## config.mk

```make
export PLATFORM = sky130hd
export DESIGN_NAME = ctu_sync_pulse_ctl
export DESIGN_NICKNAME = d
export VERILOG_FILES = /design/src/rtl/ctu_sync_pkg.sv /design/src/rtl/ctu_sync_div_chan.sv /design/src/rtl/ctu_sync_pulse_ctl.sv
export SDC_FILE = /design/constraint.sdc
export NUM_CORES = 1
export LEC_CHECK = 0
export BUFFER_PORTS_ARGS = -buffer_cell sky130_fd_sc_hd__buf_4
export CAP_MARGIN = 20
export CORE_AREA = 8 8 89 91
export DETAILED_ROUTE_END_ITERATION = 16
export DIE_AREA = 0 0 97 99
export HOLD_SLACK_MARGIN = 0.05
export PLACE_DENSITY = 0.82
export SLEW_MARGIN = 0
export SYNTH_ARGS = -nofsm -noshare
export SYNTH_HDL_FRONTEND = slang
export SYNTH_HIERARCHICAL = 1
export SYNTH_SLANG_ARGS = --single-unit
export TNS_END_PERCENT = 30
```

## constraint.sdc

```tcl
create_clock -name cmp_rclk -period 2.4 [get_ports cmp_rclk]
set_input_delay 0 -clock cmp_rclk [delete_from_list [all_inputs] [get_ports cmp_rclk]]
set_output_delay 0 -clock cmp_rclk [all_outputs]
set_load 0.02 [all_outputs]
```

## src/rtl/ctu_sync_pkg.sv

```systemverilog
// Shared types and reset constants for the CMP-domain sync pulse generator.
package ctu_sync_pkg;

    // Width of every ratio/offset field; a ratio value r gives a period of r+1 cycles.
    localparam int SYNC_CNT_W = 4;

    // Reset configuration: jbus period 4, dram period 8.
    localparam logic [SYNC_CNT_W-1:0] JBUS_RATIO_DEF  = 4'd3;
    localparam logic [SYNC_CNT_W-1:0] JBUS_RX_OFS_DEF = 4'd0;
    localparam logic [SYNC_CNT_W-1:0] JBUS_TX_OFS_DEF = 4'd2;
    localparam logic [SYNC_CNT_W-1:0] DRAM_RATIO_DEF  = 4'd7;
    localparam logic [SYNC_CNT_W-1:0] DRAM_RX_OFS_DEF = 4'd0;
    localparam logic [SYNC_CNT_W-1:0] DRAM_TX_OFS_DEF = 4'd4;

    // Controller state: OFF holds counters at zero, RUN free-runs,
    // PEND free-runs while a new config waits for the common boundary.
    typedef enum logic [1:0] {
        OFF  = 2'd0,
        RUN  = 2'd1,
        PEND = 2'd2
    } sync_state_t;

    // One divider channel's configuration.
    typedef struct packed {
        logic [SYNC_CNT_W-1:0] ratio;
        logic [SYNC_CNT_W-1:0] rx_ofs;
        logic [SYNC_CNT_W-1:0] tx_ofs;
    } chan_cfg_t;

    // A channel config is usable when the period is at least two cycles
    // and both phase offsets land inside that period.
    function automatic logic chan_cfg_legal(input chan_cfg_t c);
        return (c.ratio != '0) && (c.rx_ofs <= c.ratio) && (c.tx_ofs <= c.ratio);
    endfunction

    // Pack three raw fields into a channel config.
    function automatic chan_cfg_t chan_cfg_make(
        input logic [SYNC_CNT_W-1:0] ratio,
        input logic [SYNC_CNT_W-1:0] rx_ofs,
        input logic [SYNC_CNT_W-1:0] tx_ofs
    );
        chan_cfg_t c;
        c.ratio  = ratio;
        c.rx_ofs = rx_ofs;
        c.tx_ofs = tx_ofs;
        return c;
    endfunction

endpackage

```

## src/rtl/ctu_sync_div_chan.sv

```systemverilog
// One programmable ratio divider: a 0..ratio wrapping counter plus the
// registered rx/tx phase compares that produce one-cycle sync pulses.
module ctu_sync_div_chan
    import ctu_sync_pkg::*;
(
    input  logic      i_clk,
    input  logic      i_rst,
    input  logic      i_clear,
    input  logic      i_advance,
    input  chan_cfg_t i_cfg,
    output logic      o_term,
    output logic      o_rx,
    output logic      o_tx
);

    logic [SYNC_CNT_W-1:0] r_cnt;
    logic                  r_rx;
    logic                  r_tx;
    logic                  w_at_term;
    logic                  w_rx_hit;
    logic                  w_tx_hit;

    // The >= keeps the counter bounded even if it ever sits above a ratio.
    assign w_at_term = (r_cnt >= i_cfg.ratio);
    assign w_rx_hit  = (r_cnt == i_cfg.rx_ofs);
    assign w_tx_hit  = (r_cnt == i_cfg.tx_ofs);

    // Phase counter: cleared on request, otherwise counts 0..ratio and wraps.
    always_ff @(posedge i_clk or posedge i_rst) begin
        if (i_rst) begin
            r_cnt <= '0;
        end else if (i_clear) begin
            r_cnt <= '0;
        end else if (w_at_term) begin
            r_cnt <= '0;
        end else begin
            r_cnt <= r_cnt + 1'b1;
        end
    end

    // Registered offset compares: a pulse appears the cycle after the
    // counter matches its offset, and only while the channel is advancing.
    always_ff @(posedge i_clk or posedge i_rst) begin
        if (i_rst) begin
            r_rx <= 1'b0;
            r_tx <= 1'b0;
        end else begin
            r_rx <= i_advance && w_rx_hit;
            r_tx <= i_advance && w_tx_hit;
        end
    end

    assign o_term = (r_cnt == i_cfg.ratio);
    assign o_rx   = r_rx;
    assign o_tx   = r_tx;

endmodule

```

## src/rtl/ctu_sync_pulse_ctl.sv

```systemverilog
// Global sync pulse controller in the CMP clock domain. Two divider channels
// (jbus, dram) produce rx/tx sync pulses; a small FSM accepts new divider
// configurations and swaps them in only at a common period boundary so that
// no downstream cluster ever sees a truncated or doubled slow period.
// CNT_W must match the field width of ctu_sync_pkg::chan_cfg_t.
module ctu_sync_pulse_ctl #(
    parameter int                 CNT_W           = ctu_sync_pkg::SYNC_CNT_W,
    parameter logic [CNT_W-1:0]   JBUS_RATIO_DEF  = ctu_sync_pkg::JBUS_RATIO_DEF,
    parameter logic [CNT_W-1:0]   JBUS_RX_OFS_DEF = ctu_sync_pkg::JBUS_RX_OFS_DEF,
    parameter logic [CNT_W-1:0]   JBUS_TX_OFS_DEF = ctu_sync_pkg::JBUS_TX_OFS_DEF,
    parameter logic [CNT_W-1:0]   DRAM_RATIO_DEF  = ctu_sync_pkg::DRAM_RATIO_DEF,
    parameter logic [CNT_W-1:0]   DRAM_RX_OFS_DEF = ctu_sync_pkg::DRAM_RX_OFS_DEF,
    parameter logic [CNT_W-1:0]   DRAM_TX_OFS_DEF = ctu_sync_pkg::DRAM_TX_OFS_DEF
) (
    input  logic             cmp_rclk,
    input  logic             cmp_arst,
    input  logic             en,
    input  logic             cfg_vld,
    output logic             cfg_rdy,
    input  logic [CNT_W-1:0] cfg_jbus_ratio,
    input  logic [CNT_W-1:0] cfg_jbus_rx_ofs,
    input  logic [CNT_W-1:0] cfg_jbus_tx_ofs,
    input  logic [CNT_W-1:0] cfg_dram_ratio,
    input  logic [CNT_W-1:0] cfg_dram_rx_ofs,
    input  logic [CNT_W-1:0] cfg_dram_tx_ofs,
    output logic             jbus_rx_sync_global,
    output logic             jbus_tx_sync_global,
    output logic             dram_rx_sync_global,
    output logic             dram_tx_sync_global,
    output logic             sync_running,
    output logic             cfg_err
);

    import ctu_sync_pkg::*;

    // Reset-time configuration of each channel.
    localparam chan_cfg_t JBUS_CFG_RST = {JBUS_RATIO_DEF, JBUS_RX_OFS_DEF, JBUS_TX_OFS_DEF};
    localparam chan_cfg_t DRAM_CFG_RST = {DRAM_RATIO_DEF, DRAM_RX_OFS_DEF, DRAM_TX_OFS_DEF};

    sync_state_t r_state;
    logic        r_cfg_rdy;
    logic        r_cfg_err;
    chan_cfg_t   r_jbus_act;
    chan_cfg_t   r_dram_act;
    chan_cfg_t   r_jbus_shd;
    chan_cfg_t   r_dram_shd;

    chan_cfg_t   w_jbus_offer;
    chan_cfg_t   w_dram_offer;
    logic        w_hs;
    logic        w_legal;
    logic        w_accept;
    logic        w_running;
    logic        w_advance;
    logic        w_boundary;
    logic        w_clear;
    logic        w_jbus_term;
    logic        w_dram_term;

    // Offered configuration and its legality.
    assign w_jbus_offer = chan_cfg_make(cfg_jbus_ratio, cfg_jbus_rx_ofs, cfg_jbus_tx_ofs);
    assign w_dram_offer = chan_cfg_make(cfg_dram_ratio, cfg_dram_rx_ofs, cfg_dram_tx_ofs);
    assign w_legal      = chan_cfg_legal(w_jbus_offer) && chan_cfg_legal(w_dram_offer);

    // An illegal config still completes the handshake; it is simply dropped.
    assign w_hs     = cfg_vld && r_cfg_rdy;
    assign w_accept = w_hs && w_legal;

    // Channels advance only while running and enabled. Dropping en clears the
    // counters at the very next edge and stops new pulses from being captured.
    assign w_running  = (r_state != OFF);
    assign w_advance  = w_running && en;
    assign w_boundary = (r_state == PEND) && w_jbus_term && w_dram_term;
    assign w_clear    = !w_advance || w_boundary;

    ctu_sync_div_chan u_jbus (
        .i_clk     (cmp_rclk),
        .i_rst     (cmp_arst),
        .i_clear   (w_clear),
        .i_advance (w_advance),
        .i_cfg     (r_jbus_act),
        .o_term    (w_jbus_term),
        .o_rx      (jbus_rx_sync_global),
        .o_tx      (jbus_tx_sync_global)
    );

    ctu_sync_div_chan u_dram (
        .i_clk     (cmp_rclk),
        .i_rst     (cmp_arst),
        .i_clear   (w_clear),
        .i_advance (w_advance),
        .i_cfg     (r_dram_act),
        .o_term    (w_dram_term),
        .o_rx      (dram_rx_sync_global),
        .o_tx      (dram_tx_sync_global)
    );

    // Control FSM: handshake, shadow capture and boundary-aligned config swap.
    always_ff @(posedge cmp_rclk or posedge cmp_arst) begin
        if (cmp_arst) begin
            r_state    <= OFF;
            r_cfg_rdy  <= 1'b1;
            r_cfg_err  <= 1'b0;
            r_jbus_act <= JBUS_CFG_RST;
            r_dram_act <= DRAM_CFG_RST;
            r_jbus_shd <= JBUS_CFG_RST;
            r_dram_shd <= DRAM_CFG_RST;
        end else begin
            r_cfg_err <= w_hs && !w_legal;
            case (r_state)
                OFF: begin
                    // Counters are idle, so a legal config can go live directly.
                    if (w_accept) begin
                        r_jbus_act <= w_jbus_offer;
                        r_dram_act <= w_dram_offer;
                    end
                    if (en) begin
                        r_state <= RUN;
                    end
                    r_cfg_rdy <= 1'b1;
                end
                RUN: begin
                    if (!en) begin
                        // Falling en wins; an accepted config is applied as OFF would.
                        if (w_accept) begin
                            r_jbus_act <= w_jbus_offer;
                            r_dram_act <= w_dram_offer;
                        end
                        r_state   <= OFF;
                        r_cfg_rdy <= 1'b1;
                    end else if (w_accept) begin
                        r_jbus_shd <= w_jbus_offer;
                        r_dram_shd <= w_dram_offer;
                        r_state    <= PEND;
                        r_cfg_rdy  <= 1'b0;
                    end else begin
                        r_cfg_rdy <= 1'b1;
                    end
                end
                PEND: begin
                    if (!en) begin
                        r_jbus_act <= r_jbus_shd;
                        r_dram_act <= r_dram_shd;
                        r_state    <= OFF;
                        r_cfg_rdy  <= 1'b1;
                    end else if (w_boundary) begin
                        // Both channels wrap together here, so the swap lands
                        // on a clean period start for every consumer.
                        r_jbus_act <= r_jbus_shd;
                        r_dram_act <= r_dram_shd;
                        r_state    <= RUN;
                        r_cfg_rdy  <= 1'b1;
                    end else begin
                        r_cfg_rdy <= 1'b0;
                    end
                end
                default: begin
                    r_state   <= OFF;
                    r_cfg_rdy <= 1'b1;
                end
            endcase
        end
    end

    assign cfg_rdy      = r_cfg_rdy;
    assign cfg_err      = r_cfg_err;
    assign sync_running = w_running;

endmodule
```

[After elaboration in Yosys (flattened, before gate mapping)]
Index checks and enable logic that the tools add are counted.
Storage, ports and cells
  input port bits: 28
  output and inout bits: 7
  register bits: 64
  word-level logic and storage cells: 92
Operators by class
  reductions and logical operators: 26
  order comparisons: 6
  add/sub/neg operators: 2
  multiplexer cells: 25
  equality and inequality tests: 12
Operator list (number)
  $mux 12: 8
  $pmux 12 s3: 2
  $eq 4x4->1: 6
  $le 4x4->1: 4
  $mux 4: 4
  $logic_and 1x1->1: 15
  $mux 2: 5
  $reduce_and 3->1: 3
  $add 4x1->4 const B: 2
  $ge 4x4->1: 2
  $reduce_bool 4->1: 2
  $ne 3x3->1 const B: 2
  $pmux 2 s3: 1
  $mux 1: 4
  $ne 2x2->1 const B: 2
  $reduce_bool 3->1: 1
  $eq 2x1->1 const B: 1
  $eq 2x2->1 const B: 1
  $logic_not 1->1: 2
  $logic_not 2->1: 1
  $pmux 1 s2: 1
  $reduce_bool 2->1: 1
  $logic_or 1x1->1: 1

[Longest topological paths before layout]
Gate-level depths: netlist (run 1).
  depth in word-level cells: 8
  mapped depth: 10
  gate-level depth less buffers: 9

[Hierarchy]
Netlist (run 1), hierarchy kept.
Modules (own cells, without submodules)
  ctu_sync_pulse_ctl: area each 2872.8 sq um, cells an instance 228, instances 1
  ctu_sync_div_chan: area each 440.4 sq um, cells an instance 43, instances 2

[Worst setup path before layout (run 1)]
No wires, ideal clock.
  path type: input to register
  start point: input cfg_jbus_ratio[1]
  end point: register r_dram_shd[11] (netlist bit)
  stages on the path: 10
  data arrival time: 2038 ps
  required time: 2275 ps
  setup time: 125 ps
  slack: 237 ps
  path through: inv_1 -> ha_1 -> nor2b_1 -> o2111a_1 -> nor4_1 -> and4bb_4 -> and2b_1 -> buf_4 -> buf_6 -> mux2_2
On the way
  cells in the longest elaborated chain, start to end: 6
  elaborated cells between the ends (all ways): 8
RTL lines
  start: declaration: RTL line ctu_sync_pulse_ctl.sv:20  | input logic [CNT_W-1:0] cfg_jbus_ratio,
  $le 4x4->1 or $reduce_bool 4->1 (tied branches): RTL line ctu_sync_pkg.sv:33  | return (c.ratio != '0) && (c.rx_ofs <= c.ratio) && (c.tx_ofs <= c.ratio);
  $logic_and 1x1->1: RTL line ctu_sync_pkg.sv:33
  $logic_and 1x1->1 (*): RTL line ctu_sync_pkg.sv:33
  $logic_and 1x1->1 (*): RTL line ctu_sync_pulse_ctl.sv:63  | assign w_legal = chan_cfg_legal(w_jbus_offer) && chan_cfg_legal(w_dram_offer);
  $logic_and 1x1->1 (*): RTL line ctu_sync_pulse_ctl.sv:67  | assign w_accept = w_hs && w_legal;
  $reduce_and 3->1 (no source line) (*)
  end signal: assignment: RTL line ctu_sync_pulse_ctl.sv:133  | r_dram_shd <= w_dram_offer;
  end: declaration: RTL line ctu_sync_pulse_ctl.sv:46  | chan_cfg_t r_dram_shd;
Mark *: on every way between the ends. The rest lies on a longest branch, timed or not.
A chain may end at the register's enable or synchronous reset.

[Final worst setup path (run 1)]
  start point: input cfg_jbus_rx_ofs[3]
  end point: register r_jbus_shd[11] (netlist bit)
On the way
  cells in the longest elaborated chain, start to end: 6
RTL lines
  start: declaration: RTL line ctu_sync_pulse_ctl.sv:21  | input logic [CNT_W-1:0] cfg_jbus_rx_ofs,
  $le 4x4->1: RTL line ctu_sync_pkg.sv:33
  $logic_and 1x1->1 (2 in a row): RTL line ctu_sync_pkg.sv:33
  $logic_and 1x1->1: RTL line ctu_sync_pulse_ctl.sv:63
  $logic_and 1x1->1: RTL line ctu_sync_pulse_ctl.sv:67
  $reduce_and 3->1 (no source line)
  end signal: assignment: RTL line ctu_sync_pulse_ctl.sv:132  | r_jbus_shd <= w_jbus_offer;
  end: declaration: RTL line ctu_sync_pulse_ctl.sv:45  | chan_cfg_t r_jbus_shd;
No other way between the ends.

==> summary.md, run 1 <==
| Metric | Value |
|---|---|
| Status | finished with violations |
| Failing checks | setup timing |
| CP Launch Type | input pin |
| Share of cells above drive strength 1 | 39.69% |
| Cells along the critical path | dlygate4sd3_1 -> buf_4 -> ha_1 -> a21oi_2 -> nand3_1 -> a22oi_2 -> and4bb_4 -> and2b_2 -> buf_6 -> mux2_2 |
| # DRC | 0 |
| Worst EP arrival | 2630 ps |
| R2r startpoint | r_jbus_act[9] |
| Fin cells | 473 |
| Vias/cell | 5.846 |
| Max_cap viols | 0 |
| Die Footprint | 9603 µm² |
| Most frequent cells after synthesis | 49 x dfrtp_1, 42 x mux2_2, 30 x ha_1 |
| Syn_area_per_cell | 11.95 µm² |
| Initial antenna violation count | 0 |
| Cell with the most instances after synthesis | dfrtp_1 |
| Clk_lat worst skew | 340 ps |
| CP max-delay cell | dlygate4sd3_1 |
| Final Core Density | 71.22% |
| Grt met1 use | 21.14% |
| Synth Area in Adders | 10.00% |
| Worst min path class | in2reg |
| Final Max Tran Viols | 0 |
| Clk root buf | clkbuf_8 |
| Cell-internal power | 2814 µW |
| Top post-synthesis cells by area | dfrtp_1 33%, mux2_2 13%, dfstp_2 11%, ha_1 10%, mux2_4 8.0% |
| Clock share of power | 20.2% |
| Clock skew | 7.823 ps |
| Fmax | 416.1 MHz |
| Most used routing layer | met2 |
| Crit share post-route | 100.1% |
| R2R cell count | 8 |
| GR Layer Usage met3 | 3.569% |
| CTS Sinks | 64 |
| Number of nets with antenna violations after routing | 0 |
| Critical path required time | 2620 ps |
| Fin nets | 446 |
| Post-synthesis mux area share | 20.60% |
| Hold depth | 3 |
| Warnings from Yosys | 6 |
| Critical Path Max Stage Delay | 560 ps |
| Slew Limit Headroom | 67.95% |
| First-pass GRT wire length | 13480 µm |
| Worst-path fanout max | 7 |
| Ys flop type | dfrtp_1 |
| Initial DRC count | 116 |
| CP Capture Type | flop |
| IO Pins | 35 |
| Vias in the first global route | 2772 |
| Core area | 6569 µm² |
| Pleak | 0.002222 µW |
| FF-to-FF End | r_jbus_act[6] |
| Hpwl dp | 5718 µm |
| Switching Share | 33.17% |
| Asr flop ratio synth | 100.0% |
| Seq/Total Area, Yosys | 43.17% |
| WHS Endpoint | r_jbus_act[1] |
| Initial Util | 57.14% |
| Largest family of logic cells by synthesized area | multiplexers |
| Clock-pin slew on the worst setup and hold paths | 70 ps |
| Met2 usage | 28.54% |
| Switch Pwr | 1397 µW |
| Simple-Gate Fraction of Synth Area | 9.833% |
| Inst Count DP | 426 |
| Area leader, netlist | dfrtp_1 |
| CTS Buffer Depth | 2 |
| Post-Syn Instances | 314 |
| Setup ws final | -3.003 ps |
| Hold_sp | cfg_jbus_tx_ofs[1] |
| Post-synth top area share | 32.67% |
| Ant diodes | 0 |
| Xor/xnor share of the synthesized area | 4.667% |
| Synth-to-layout area growth | 24.63% |
| Syn nets | 372 |
| DRT Wirelength | 9182 µm |
| Die Width | 97 µm |
| Place WS | 30.34 ps |
| GP Congestion | 0.8378 |
| Sequential cell fraction of total power | 44.5% |
| Combinational Power Share | 35.2% |
| Power Dens Cells | 900.3 nW/µm² |
| R2R Setup Slk | 150 ps |
| Post-synth EDFFs | 0 |
| Max VDD drop | 611.4 µV |
| Post-synthesis compound-gate area fraction | 7.233% |
| Clock period minus worst slack | 2403 ps |
| Port Buffer Count | 34 |
| Hold Violations, Final | 0 |
| Chip Height | 99 µm |
| Row count | 30 |
| Grt ovf | 0 |
| DR pass1 iterations | 4 |
| CTS tree | built |
| WL/cell | 19.41 µm |
| Fin area | 4678 µm² |
| Cell Area, Synth | 3754 µm² |
| Yosys reg bits | 64 |
| Total Routing Usage GR | 17.22% |
| Setup Viol. Count Final | 2 |
| Largest net degree at the start of global routing | 51 |
| Worst-margin pin slew | 476.4 ps |
| Post-synth cell types | 39 |
| Max H-tree Level | 3 |
| Vias | 2765 |
| Placed Instance Area | 4106 µm² |
| TritonCTS buffer count | 9 |
| WS Path Type | in2reg |
## state kept, by name, summed over array words and instances (netlist names)
register      cells
cfg_err           1
cfg_rdy           1
r_dram_act       12
r_dram_shd       12
r_jbus_act       12
r_jbus_shd       12
r_state           2
u_dram/o_rx       1
u_dram/o_tx       1
u_dram/r_cnt      4
u_jbus/o_rx       1
u_jbus/o_tx       1
u_jbus/r_cnt      4
## worst max path at each step
stage | slack [ps] | cells past startpoint | end | from
after floorplan | 240 | 10 | r_dram_shd[11] | cfg_jbus_ratio[1]
after global placement | 70 | 10 | r_dram_shd[4] | cfg_jbus_ratio[1]
after detailed placement | 30 | 10 | r_jbus_shd[10] | cfg_jbus_ratio[1]
after CTS | 10 | 10 | r_jbus_shd[10] | cfg_jbus_ratio[2]
after global routing | -50 | 10 | r_jbus_shd[3] | cfg_jbus_tx_ofs[3]
final | -3 | 10 | r_jbus_shd[11] | cfg_jbus_rx_ofs[3]
## repair_timing
item	in CTS	in global routing
setup buffers	0	1
gates resized for setup	0	17
endpoints found under the hold margin	79	0
hold buffers	27	0
endpoints found under the setup margin	0	25
## worst max-delay path: cells and delay by family
family	cells	cell delay, ps
AO/OA/AOI/OAI	2	370
AND/OR/NAND/NOR	3	700
adder cells (fa/ha/maj)	1	330
buffers and inverters	3	890
multiplexers	1	340
## cells by family (layout without fill, tap and decap cells)
| family | Yosys count | count (layout) |
|---|---|---|
| multiplexers | 62 | 62 |
| AO/OA/AOI/OAI | 41 | 41 |
| XOR/XNOR | 20 | 20 |
| buffers and inverters | 36 | 115 |
| flip-flops | 64 | 64 |
| AND/OR/NAND/NOR | 61 | 61 |
| adder cells (fa/ha/maj) | 30 | 30 |
## area by class of cell
class | instances | area (µm²)
inverter | 27 | 101.3
timing repair buffer | 72 | 665.6
multi-input combinational | 214 | 2014
fill | 410 | 1891
tap | 80 | 100.1
clock buffer | 13 | 158.9
sequential | 64 | 1620
clock inverter | 3 | 17.52
## placed cells by master (no fill, tap or decap), drive strengths merged, types with 5 or more instances in the layout
cell | synthesis | layout
mux2 | 62 | 62
dfrtp | 49 | 49
buf | 5 | 44
ha | 30 | 30
dlygate4sd3 | 0 | 27
inv | 27 | 27
nand2 | 26 | 26
o21ai | 20 | 20
dfstp | 15 | 15
xor2 | 14 | 14
clkbuf | 4 | 14
a21oi | 9 | 9
nor4 | 9 | 9
nor2 | 6 | 6
nand3 | 6 | 6
xnor2 | 6 | 6
nor2b | 5 | 5
## metal layers
layer  up-vias  share of wire (%)
met2        98                 50
li1       1263                  -
met3        27                4.3
met4         0                3.4
met5         -                  0
met1      1377                 43
## power by group through the flow
stage               registers, µW  clock network [µW]  logic [µW]
floorplan                    1780                   0        1070
global placement             1830                   0        1300
detailed placement           1870                   0        1370
CTS                          1850                 856        1420
global route                 1920                 907        1610
finish                       1880                 852        1480
## through the flow
stage	power (µW)	hold WS (ps)	TNS, ps
2_1_floorplan	2854	-209.0	0
3_3_place_gp	3132	-54.50	0
3_5_place_dp	3241	-57.38	0
4_1_cts	4131	62.22	0
5_1_grt	4440	73.16	-485.8
6_report	4212	80.09	-5.871
(Power assumes the default switching activity.)
==> run 2, diff against run 1 <==
- CORE_AREA: 8 8 89 91 -> 8 8 96 98
- CTS_CLUSTER_SIZE: unset -> 16
- DIE_AREA: 0 0 97 99 -> 0 0 104 106
- PLACE_DENSITY: 0.82 -> 0.72
==> run 2 against run 1 <==
Effect of this change:
- the run now ends clean
- clock skew down 4.6 ps
- count of clock-buffer cells in the layout up 1
- cell count up 5.3%
- clock power up 2%
==> summary.md, run 2 (same netlist as run 1, synthesis figures left out) <==
| Metric | Value |
|---|---|
| Fin nets | 446 |
| Row count | 33 |
| Clk root buf | clkbuf_8 |
| Critical path origin | cfg_jbus_rx_ofs[3] |
| Vias | 2510 |
| Core area | 7845 µm² |
| Tot Pwr | 4099 µW |
| CP Capture Type | flop |
| Fill cells | 668 |
| WHS Endpoint | r_jbus_act[2] |
| Worst min path class | in2reg |
| Synth-to-layout area growth | 23.33% |
| Final Max Tran Viols | 0 |
| CTS Buffer Depth | 2 |
| Max_cap viols | 0 |
| CTS tree | built |
| Fmax | 427.8 MHz |
| CP Launch Type | input pin |
| Inst Count DP | 453 |
| Slew Limit Headroom | 56.69% |
| Crit share post-route | 97.39% |
| Total Routing Usage GR | 14.28% |
| WS Path Type | in2reg |
| Critical path required time | 2620 ps |
| Max H-tree Level | 3 |
| FF-to-FF End | r_jbus_act[0] |
| Max VDD drop | 599.9 µV |
| Fin area | 4629 µm² |
| Die Footprint | 11020 µm² |
| Clock period minus worst slack | 2337 ps |
| R2R cell count | 8 |
| Final Core Density | 59.01% |
| Chip Height | 106 µm |
| GP Congestion | 0.8353 |
| Hold Violations, Final | 0 |
| Share of cells above drive strength 1 | 37.91% |
| Initial DRC count | 42 |
| Setup Viol. Count Final | 0 |
| Vias in the first global route | 2632 |
| Initial Util | 47.85% |
| Largest net degree at the start of global routing | 53 |
| IO Pins | 35 |
| R2r startpoint | r_dram_act[9] |
| Worst EP arrival | 2560 ps |
| Vias/cell | 5.040 |
| TNS Setup | 0 ps |
| Port Buffer Count | 34 |
| Most frequent cells in the layout | 49 x dfrtp_1, 44 x buf_4, 42 x mux2_2 |
| DR pass1 iterations | 4 |
| Fin cells | 498 |
| Clk_lat worst skew | 340 ps |
| Grt ovf | 0 |
| Worst-path fanout max | 6 |
| DRT Wirelength | 7640 µm |
| Status | finished clean |
| Clock skew | 3.237 ps |
| Power Dens Cells | 885.5 nW/µm² |
| First-pass GRT wire length | 12700 µm |
| Initial antenna violation count | 0 |
| # DRC | 0 |
| TritonCTS buffer count | 9 |
| Hold depth | 3 |
| Pleak | 0.002211 µW |
| WL/cell | 15.34 µm |
| Hpwl dp | 5563 µm |
| CTS Sinks | 64 |
| Hold_sp | cfg_jbus_tx_ofs[2] |
| Number of nets with antenna violations after routing | 0 |
| Placed Instance Area | 4153 µm² |
| Worst-margin pin slew | 649.6 ps |
| Clock-pin slew on the worst setup and hold paths | 70 ps |
| Die Width | 104 µm |
| Commonest non-fill, non-tap cell in the layout | dfrtp_1 |
| R2R Setup Slk | 220 ps |
| Ant diodes | 0 |
## run 2: cell types whose count changed in the layout (fill, tap and decap cells not counted), sizes merged
cell    delta
buf        +1
clkinv     -1
## run 2: metal layers
layer	GRT usage (%)	share of wire (%)	up-vias
met4	6.205	1.6	0
met2	22.73	47	40
met3	3.085	2.6	7
met5	0	0	-
li1	-	-	1262
met1	18.41	49	1201
## run 2: critical path, stage by stage
cell           delay (ps)
dlygate4sd3_1         530
buf_4                 140
ha_1                  320
a21oi_1               160
nand3_1               150
a22oi_2               220
and4bb_4              300
and2b_2               210
buf_4                 170
mux2_2                340
## run 2: through the flow
step / hold WS, ps / setup WS, ps
3_5_place_dp: -52.72 / -59.94
3_3_place_gp: -51.83 / 43.35
4_1_cts: 54.31 / 13.32
5_1_grt: 55.60 / -0.4337
2_1_floorplan: -209.0 / 237.0
6_report: 74.17 / 62.56
## run 2: area by class of cell
cell class | count | area [µm²] | area share [%]
Multi-Input combinational cell | 214 | 1971 | 42.57
Sequential cell | 64 | 1620 | 35.00
Timing Repair Buffer | 72 | 620.6 | 13.41
Clock buffer | 14 | 172.7 | 3.730
Tap cell | 105 | 131.4 | 2.838
Inverter | 27 | 101.3 | 2.189
Clock inverter | 2 | 12.51 | 0.2703
## run 2: timing repair
| action | in CTS | in global routing |
|---|---|---|
| resized for setup | 0 | 3 |
| hold buffers | 27 | 0 |
| hold endpoints to repair | 83 | 0 |
| buffers inserted | 0 | 2 |
| endpoints found under the setup margin | 0 | 24 |
## run 2: power by group
group	switching [µW]	internal, µW
Combinational	587	811
Sequential	280	1550
Clock	408	459
## run 2: how the worst max path moves through the flow
stage | to | slack (ps) | cells past startpoint
floorplan | r_dram_shd[11] | 240 | 10
global placement | r_jbus_shd[2] | 40 | 10
detailed placement | r_jbus_shd[7] | -60 | 10
CTS | r_jbus_shd[3] | 10 | 10
global route | r_jbus_shd[3] | -0.4 | 10
finish | r_jbus_shd[7] | 60 | 10
